File: src/rtl/pc_sn_pipe_if.sv
// Handshake bundle for pc_sn_pipe: valid/ready input carrying the bits to count,
// valid/ready output carrying their population count.
interface pc_sn_pipe_if #(
    parameter int N     = 15,
    parameter int OUT_W = $clog2(N + 1)
);
    logic             in_valid;
    logic             in_ready;
    logic [N-1:0]     in_data;
    logic             out_valid;
    logic             out_ready;
    logic [OUT_W-1:0] out_count;

    modport master (
        output in_valid, in_data, out_ready,
        input  in_ready, out_valid, out_count
    );

    modport slave (
        input  in_valid, in_data, out_ready,
        output in_ready, out_valid, out_count
    );
endinterface

File: src/rtl/pc_sn_pipe.sv
// pc_sn_pipe: pipelined population count built from a bitonic sorting network.
// Define PC_SN_ACCUM_EN to add the saturating accumulator (parameter ACC_W, ports acc_clear/acc_sum).
module pc_sn_pipe #(
    parameter int N      = 15,
    parameter int STAGES = 2
`ifdef PC_SN_ACCUM_EN
  , parameter int ACC_W  = 16
`endif
) (
    input  logic             clk,
    input  logic             rst_n,
`ifdef PC_SN_ACCUM_EN
    input  logic             acc_clear,
    output logic [ACC_W-1:0] acc_sum,
`endif
    pc_sn_pipe_if.slave      bus
);
    localparam int OUT_W = $clog2(N + 1);
    localparam int LOGP  = $clog2(N);
    localparam int P     = 1 << LOGP;
    localparam int L     = LOGP * (LOGP + 1) / 2;

    // Applies bitonic layers lo..hi-1; ones collect at the low indices (thermometer code).
    function automatic logic [P-1:0] sort_layers(input logic [P-1:0] v, input int lo, input int hi);
        logic [P-1:0] d;
        logic [P-1:0] q;
        int idx;
        int j;
        int k;
        int m;
        d   = v;
        idx = 0;
        for (int s = 1; s <= LOGP; s++) begin
            for (int t = s - 1; t >= 0; t--) begin
                if (idx >= lo && idx < hi) begin
                    q = d;
                    j = 1 << t;
                    k = 1 << s;
                    for (int i = 0; i < P; i++) begin
                        if ((i & j) == 0) begin
                            m = i | j;
                            if ((i & k) == 0) begin
                                q[i] = d[i] | d[m];
                                q[m] = d[i] & d[m];
                            end else begin
                                q[i] = d[i] & d[m];
                                q[m] = d[i] | d[m];
                            end
                        end
                    end
                    d = q;
                end
                idx++;
            end
        end
        return d;
    endfunction

    // Edge of the thermometer (t[i] & ~t[i+1]) marks count i+1.
    function automatic logic [OUT_W-1:0] therm_to_bin(input logic [P-1:0] t);
        logic [P:0]       te;
        logic [OUT_W-1:0] c;
        te = {1'b0, t};
        c  = '0;
        for (int i = 0; i < P; i++) begin
            if (te[i] && !te[i+1]) c = c | OUT_W'(i + 1);
        end
        return c;
    endfunction

    logic [STAGES:1]   valid_q;
    logic [STAGES-1:0] vld_in;
    logic [STAGES+1:1] rdy;
    logic [P-1:0]      stage_in  [1:STAGES];
    logic [P-1:0]      stage_out [1:STAGES];
    logic [OUT_W-1:0]  count_q;

    // NOTE: every variable assigned in always_comb gets a value on all paths, or a latch is inferred.
    always_comb begin
        rdy            = '0;
        rdy[STAGES+1]  = bus.out_ready;
        for (int s = STAGES; s >= 1; s--) rdy[s] = !valid_q[s] || rdy[s+1];
        vld_in         = '0;
        vld_in[0]      = bus.in_valid;
        for (int s = 1; s < STAGES; s++) vld_in[s] = valid_q[s];
    end

    assign stage_in[1] = P'(bus.in_data);

    for (genvar s = 1; s <= STAGES; s++) begin : g_stage
        localparam int LO = (L * (s - 1)) / STAGES;
        localparam int HI = (L * s) / STAGES;

        assign stage_out[s] = sort_layers(stage_in[s], LO, HI);

        if (s < STAGES) begin : g_reg
            logic [P-1:0] pipe_q;
            always_ff @(posedge clk or negedge rst_n) begin
                if (!rst_n)                  pipe_q <= '0;
                else if (rdy[s] && vld_in[s-1]) pipe_q <= stage_out[s];
            end
            assign stage_in[s+1] = pipe_q;
        end
    end

    // NOTE: state is updated with non-blocking assignments so every register samples pre-edge values.
    always_ff @(posedge clk or negedge rst_n) begin
        if (!rst_n) begin
            valid_q <= '0;
            count_q <= '0;
        end else begin
            for (int s = 1; s <= STAGES; s++) begin
                if (rdy[s]) valid_q[s] <= vld_in[s-1];
            end
            if (rdy[STAGES] && vld_in[STAGES-1]) count_q <= therm_to_bin(stage_out[STAGES]);
        end
    end

    assign bus.in_ready  = rdy[1];
    assign bus.out_valid = valid_q[STAGES];
    assign bus.out_count = count_q;

`ifdef PC_SN_ACCUM_EN
    localparam int SUM_W = ((ACC_W > OUT_W) ? ACC_W : OUT_W) + 1;
    localparam logic [SUM_W-1:0] ACC_MAX = SUM_W'({ACC_W{1'b1}});

    logic [ACC_W-1:0] acc_q;
    logic [SUM_W-1:0] acc_next;

    // A clear coinciding with a transfer restarts the sum from the transferred count.
    always_comb begin
        acc_next = (acc_clear ? '0 : SUM_W'(acc_q)) + SUM_W'(count_q);
        if (acc_next > ACC_MAX) acc_next = ACC_MAX;
    end

    always_ff @(posedge clk or negedge rst_n) begin
        if (!rst_n)                            acc_q <= '0;
        else if (valid_q[STAGES] && bus.out_ready) acc_q <= ACC_W'(acc_next);
        else if (acc_clear)                    acc_q <= '0;
    end

    assign acc_sum = acc_q;
`endif
endmodule

File: src/flat_wrapper.sv
// flat-port wrapper written by rule: the top's interface ports become plain ports
module pc_sn_pipe_flat 
#(
    parameter int N      = 15,
    parameter int STAGES = 2

)
  (clk, rst_n, bus_in_valid, bus_in_data, bus_out_ready, bus_in_ready, bus_out_valid, bus_out_count);
  pc_sn_pipe_if #(.N(N)) bus_i ();
  input  logic clk;
  input  logic rst_n;
  input wire logic [$bits(bus_i.in_valid)-1:0] bus_in_valid;
  input wire logic [$bits(bus_i.in_data)-1:0] bus_in_data;
  input wire logic [$bits(bus_i.out_ready)-1:0] bus_out_ready;
  output wire logic [$bits(bus_i.in_ready)-1:0] bus_in_ready;
  output wire logic [$bits(bus_i.out_valid)-1:0] bus_out_valid;
  output wire logic [$bits(bus_i.out_count)-1:0] bus_out_count;
  assign bus_i.in_valid = bus_in_valid;
  assign bus_i.in_data = bus_in_data;
  assign bus_i.out_ready = bus_out_ready;
  assign bus_in_ready = bus_i.in_ready;
  assign bus_out_valid = bus_i.out_valid;
  assign bus_out_count = bus_i.out_count;
  pc_sn_pipe #(.N(N), .STAGES(STAGES)) u_core (.clk(clk), .rst_n(rst_n), .bus(bus_i));
endmodule
File: config.mk
export PLATFORM = sky130hd
export DESIGN_NAME = pc_sn_pipe_flat
export DESIGN_NICKNAME = d
export VERILOG_FILES = /design/src/rtl/pc_sn_pipe_if.sv /design/src/rtl/pc_sn_pipe.sv /design/src/flat_wrapper.sv
export SDC_FILE = /design/constraint.sdc
export NUM_CORES = 1
export LEC_CHECK = 0
export CORE_MARGIN = 1
export CORE_UTILIZATION = 30
export DETAILED_ROUTE_END_ITERATION = 16
export GPL_TIMING_DRIVEN = 0
export PLACE_DENSITY_LB_ADDON = 0.08
export SLEW_MARGIN = 20
export SYNTH_ARGS = -nofsm -noshare
export SYNTH_HDL_FRONTEND = slang
export SYNTH_SLANG_ARGS = --single-unit
File: constraint.sdc
create_clock -name clk -period 5.47 [get_ports clk]
set_input_delay 1.094 -clock clk [delete_from_list [all_inputs] [get_ports clk]]
set_output_delay 1.094 -clock clk [all_outputs]
set_load 0.005 [all_outputs]
==> flow_metrics.tcl <==
set metrics [dict create \
    outcome "complete, but fails checks" \
    violations "design-rule violations" \
    fp.dieW_um 74.5 \
    regArea_um2 526 \
    wl_met1_um 1650 \
    relSlewSlack_pct 35.5 \
    area_growth_pct 23.7 \
    cts_sinks 21 \
    fp-row-count 26 \
    period_share_pct 61.2 \
    yosys_warnings 0 \
    track_usage_pct 14.2 \
    synth_fa_ha_area_share_pct 12.2 \
    routed.top_layer "met4" \
    ios 25 \
    vias_per_cell 4.99 \
    synth-simple-area-share_pct 28.5 \
    wl_met3_um 100 \
    grt_start_max_net_pins 22 \
    core_um2 5070 \
    cts_buffers 3 \
    muxShareOfSynthArea_pct 0.635 \
    critPathMaxStageDelay_ns 0.53 \
    fin_skew_ns 0.00282 \
    ir_drop_uv 104 \
    post_drt_wl_per_cell_um 12.3 \
    setup_tns_ns 0 \
    crit_family "buffers and inverters" \
    ys_ff_latch 21 \
    die_area_um2 5540 \
    num_vias 1453 \
    pwr_density_cell_nw_per_um2 246 \
    finalCriticalPeriod_ns 3.35 \
    rsz0062_at_grt "no" \
    cts_hold_buf 0 \
    ys_types 39 \
    hold_class "register to register" \
    critical_path.max_fanout 4 \
    nNetsFinal 254 \
    hp-start "u_core.valid_q[1]$_DFFE_PN0N_" \
    die_y_um 74.5 \
    cts_setup_buffers 0 \
    fill_cells 554 \
    postPlaceCellArea_um2 1900 \
    worstMarginPinSlew_ns 0.965 \
    worstRegToRegCells 8 \
    drc 1 \
    synthArstFlopShare_pct 100 \
    cts_buffer_depth 2 \
    start_util_pct 31.0 \
    gp_congestion 0.810 \
    crit_cells 3 \
    hold_end "u_core.valid_q[2]$_DFFE_PN0P_" \
    cts_tree "built" \
    wl_met2_um 1780 \
    stdcell_area_um2 1950 \
    setup_viol 0 \
    cp-end-kind "output port" \
    final_util_pct 38.4 \
    fmaxAchievable_ghz 0.299 \
    leakage_nw 0.817 \
    synth_ff_type "dfrtp_1" \
    cp.arrival_ns 2.26 \
    hold_path_depth 1 \
    drv_slew 0 \
    grt_pass1_vias 1318 \
    cts-root-buf "clkbuf_8" \
    synth_compound_gate_area_share_pct 22.3 \
    r2r-start "u_core.g_stage[1].g_reg.pipe_q[5]$_DFFE_PN0P_" \
    dr.pass1.iters 12 \
    gr-total-overflow 0 \
    avgSynthCellArea_um2 8.16 \
    synth_xor_area_share_pct 0 \
    r2r_slack_ns 3.43 \
    antenna_cells 0 \
    syn-cell-area_um2 1580 \
    synthCells 193 \
    hold_viol_final 0 \
    worst_path_max_delay_cell "clkdlybuf4s50_1" \
    path_cells "clkdlybuf4s50_1, nand3b_1, clkdlybuf4s50_1" \
    hpwlAfterDp_um 3030 \
    postRouteWirelength_um 3580 \
    antenna_found_initial 0 \
    r2r_end "u_core.bus.out_count[0]$_DFFE_PN0P_" \
    ant_nets 0 \
    layout_common_cells "nand2_1, nor2_1, clkdlybuf4s50_1, dfrtp_1, ha_1" \
    clk_latency_ns 0.26 \
    clk_pin_slew_worst_paths_ns 0.07 \
    startpoint_type "input pin" \
    layout-drive-gt1-share_pct 5.88 \
    maxCapViolations 0 \
    setup.worst_path.class "input pin to output port" \
    crit_required_ns 4.38 \
    synth_top_family_by_area "simple AND/OR/NAND/NOR gates" \
    cts_resized 0 \
    ys_seq_area_share_pct 33.4 \
    synth_nets 225 \
    grt_pass1_wl_um 5950 \
    cp_num_buf_inv 2 \
    crit_top_cell "clkdlybuf4s50_1" \
    io_buffers 24 \
    drt_iter0_drc 55 \
    multi_input_area_um2 1000 \
    synth_edf_count 0 \
    htreeDepth 1 \
    power_mw 0.480 \
]
==> layout make-up <==
type	instances	share of cell area, %
clock buffer	4	2.31
buffer	2	0.835
sequential	21	27.0
timing repair buffer	24	12.3
inverter	8	1.54
tap	70	4.50
multi-input combinational	162	51.5
==> synth_stat cells (2+ instances only) <==
| master | number | area, µm² |
|---|---|---|
| nand2_1 | 31 | 116 |
| dfrtp_1 | 21 | 526 |
| nand3_1 | 3 | 15.0 |
| a211oi_1 | 3 | 22.5 |
| nand2b_1 | 3 | 18.8 |
| a21oi_1 | 4 | 20.0 |
| a211o_1 | 3 | 26.3 |
| and2_0 | 2 | 12.5 |
| nor3_1 | 2 | 10.0 |
| a22o_2 | 2 | 20.0 |
| a21o_1 | 4 | 30.0 |
| or3_1 | 3 | 18.8 |
| ha_1 | 13 | 163 |
| nor2_1 | 31 | 116 |
| maj3_1 | 3 | 30.0 |
| o31ai_1 | 6 | 45.0 |
| and2_1 | 4 | 25.0 |
| or2_2 | 4 | 25.0 |
| inv_1 | 8 | 30.0 |
| o211ai_1 | 5 | 37.5 |
| o21a_1 | 4 | 30.0 |
| or2_0 | 2 | 12.5 |
| o21ai_0 | 4 | 20.0 |
| nand4_1 | 4 | 25.0 |
| a31oi_1 | 9 | 56.3 |
| o22ai_1 | 2 | 12.5 |
==> metal layers <==
layer	global-route usage [%]	up-vias
li1	-	762
met1	17.7	663
met3	2.85	4
met4	4.19	0
met2	24.6	24
met5	0	-
==> sequential cells by signal, indices dropped and copies added (netlist names) <==
register and count:
u_core.g_stage.g_reg.pipe_q 15, u_core.bus.out_count 4, u_core.valid_q 2
==> metrics by stage <==
step	worst slack (ns)	hold slack (ns)	cells
after floorplan	3.09	0.450	193
after global placement	2.12	0.465	287
after detailed placement	2.12	0.465	287
after CTS	2.11	0.482	291
after global routing	2.08	0.527	291
final	2.12	0.482	291
==> how the worst max path moves through the flow <==
stage | from | end
6_report | bus_out_ready | bus_in_ready
3_5_place_dp | bus_out_ready | bus_in_ready
2_1_floorplan | bus_out_ready | bus_in_ready
3_3_place_gp | bus_out_ready | bus_in_ready
4_1_cts | bus_out_ready | bus_in_ready
5_1_grt | bus_out_ready | bus_in_ready
==> kinds of logic after synthesis <==
group | count (synthesis)
adders and majority gates | 16
and+or+nand+nor | 95
muxes | 1
buffers and inverters | 10
DFF | 21
AOI/OAI and AO/OA | 50
==> power breakdown <==
part           switching, mW  internal [mW]
clock network         0.0488         0.0518
registers             0.0198          0.180
logic                 0.0866         0.0928
total                  0.155          0.325
==> worst register-to-register path: cells and delay by family, from the launching register on <==
| kind | cells | cell delay, ns |
|---|---|---|
| and+or+nand+nor | 6 | 1.09 |
| AOI/OAI and AO/OA | 1 | 0.20 |
| DFF | 1 | 0.42 |
| adders and majority gates | 1 | 0.22 |
Note: power is estimated with default switching activity, not from simulation.
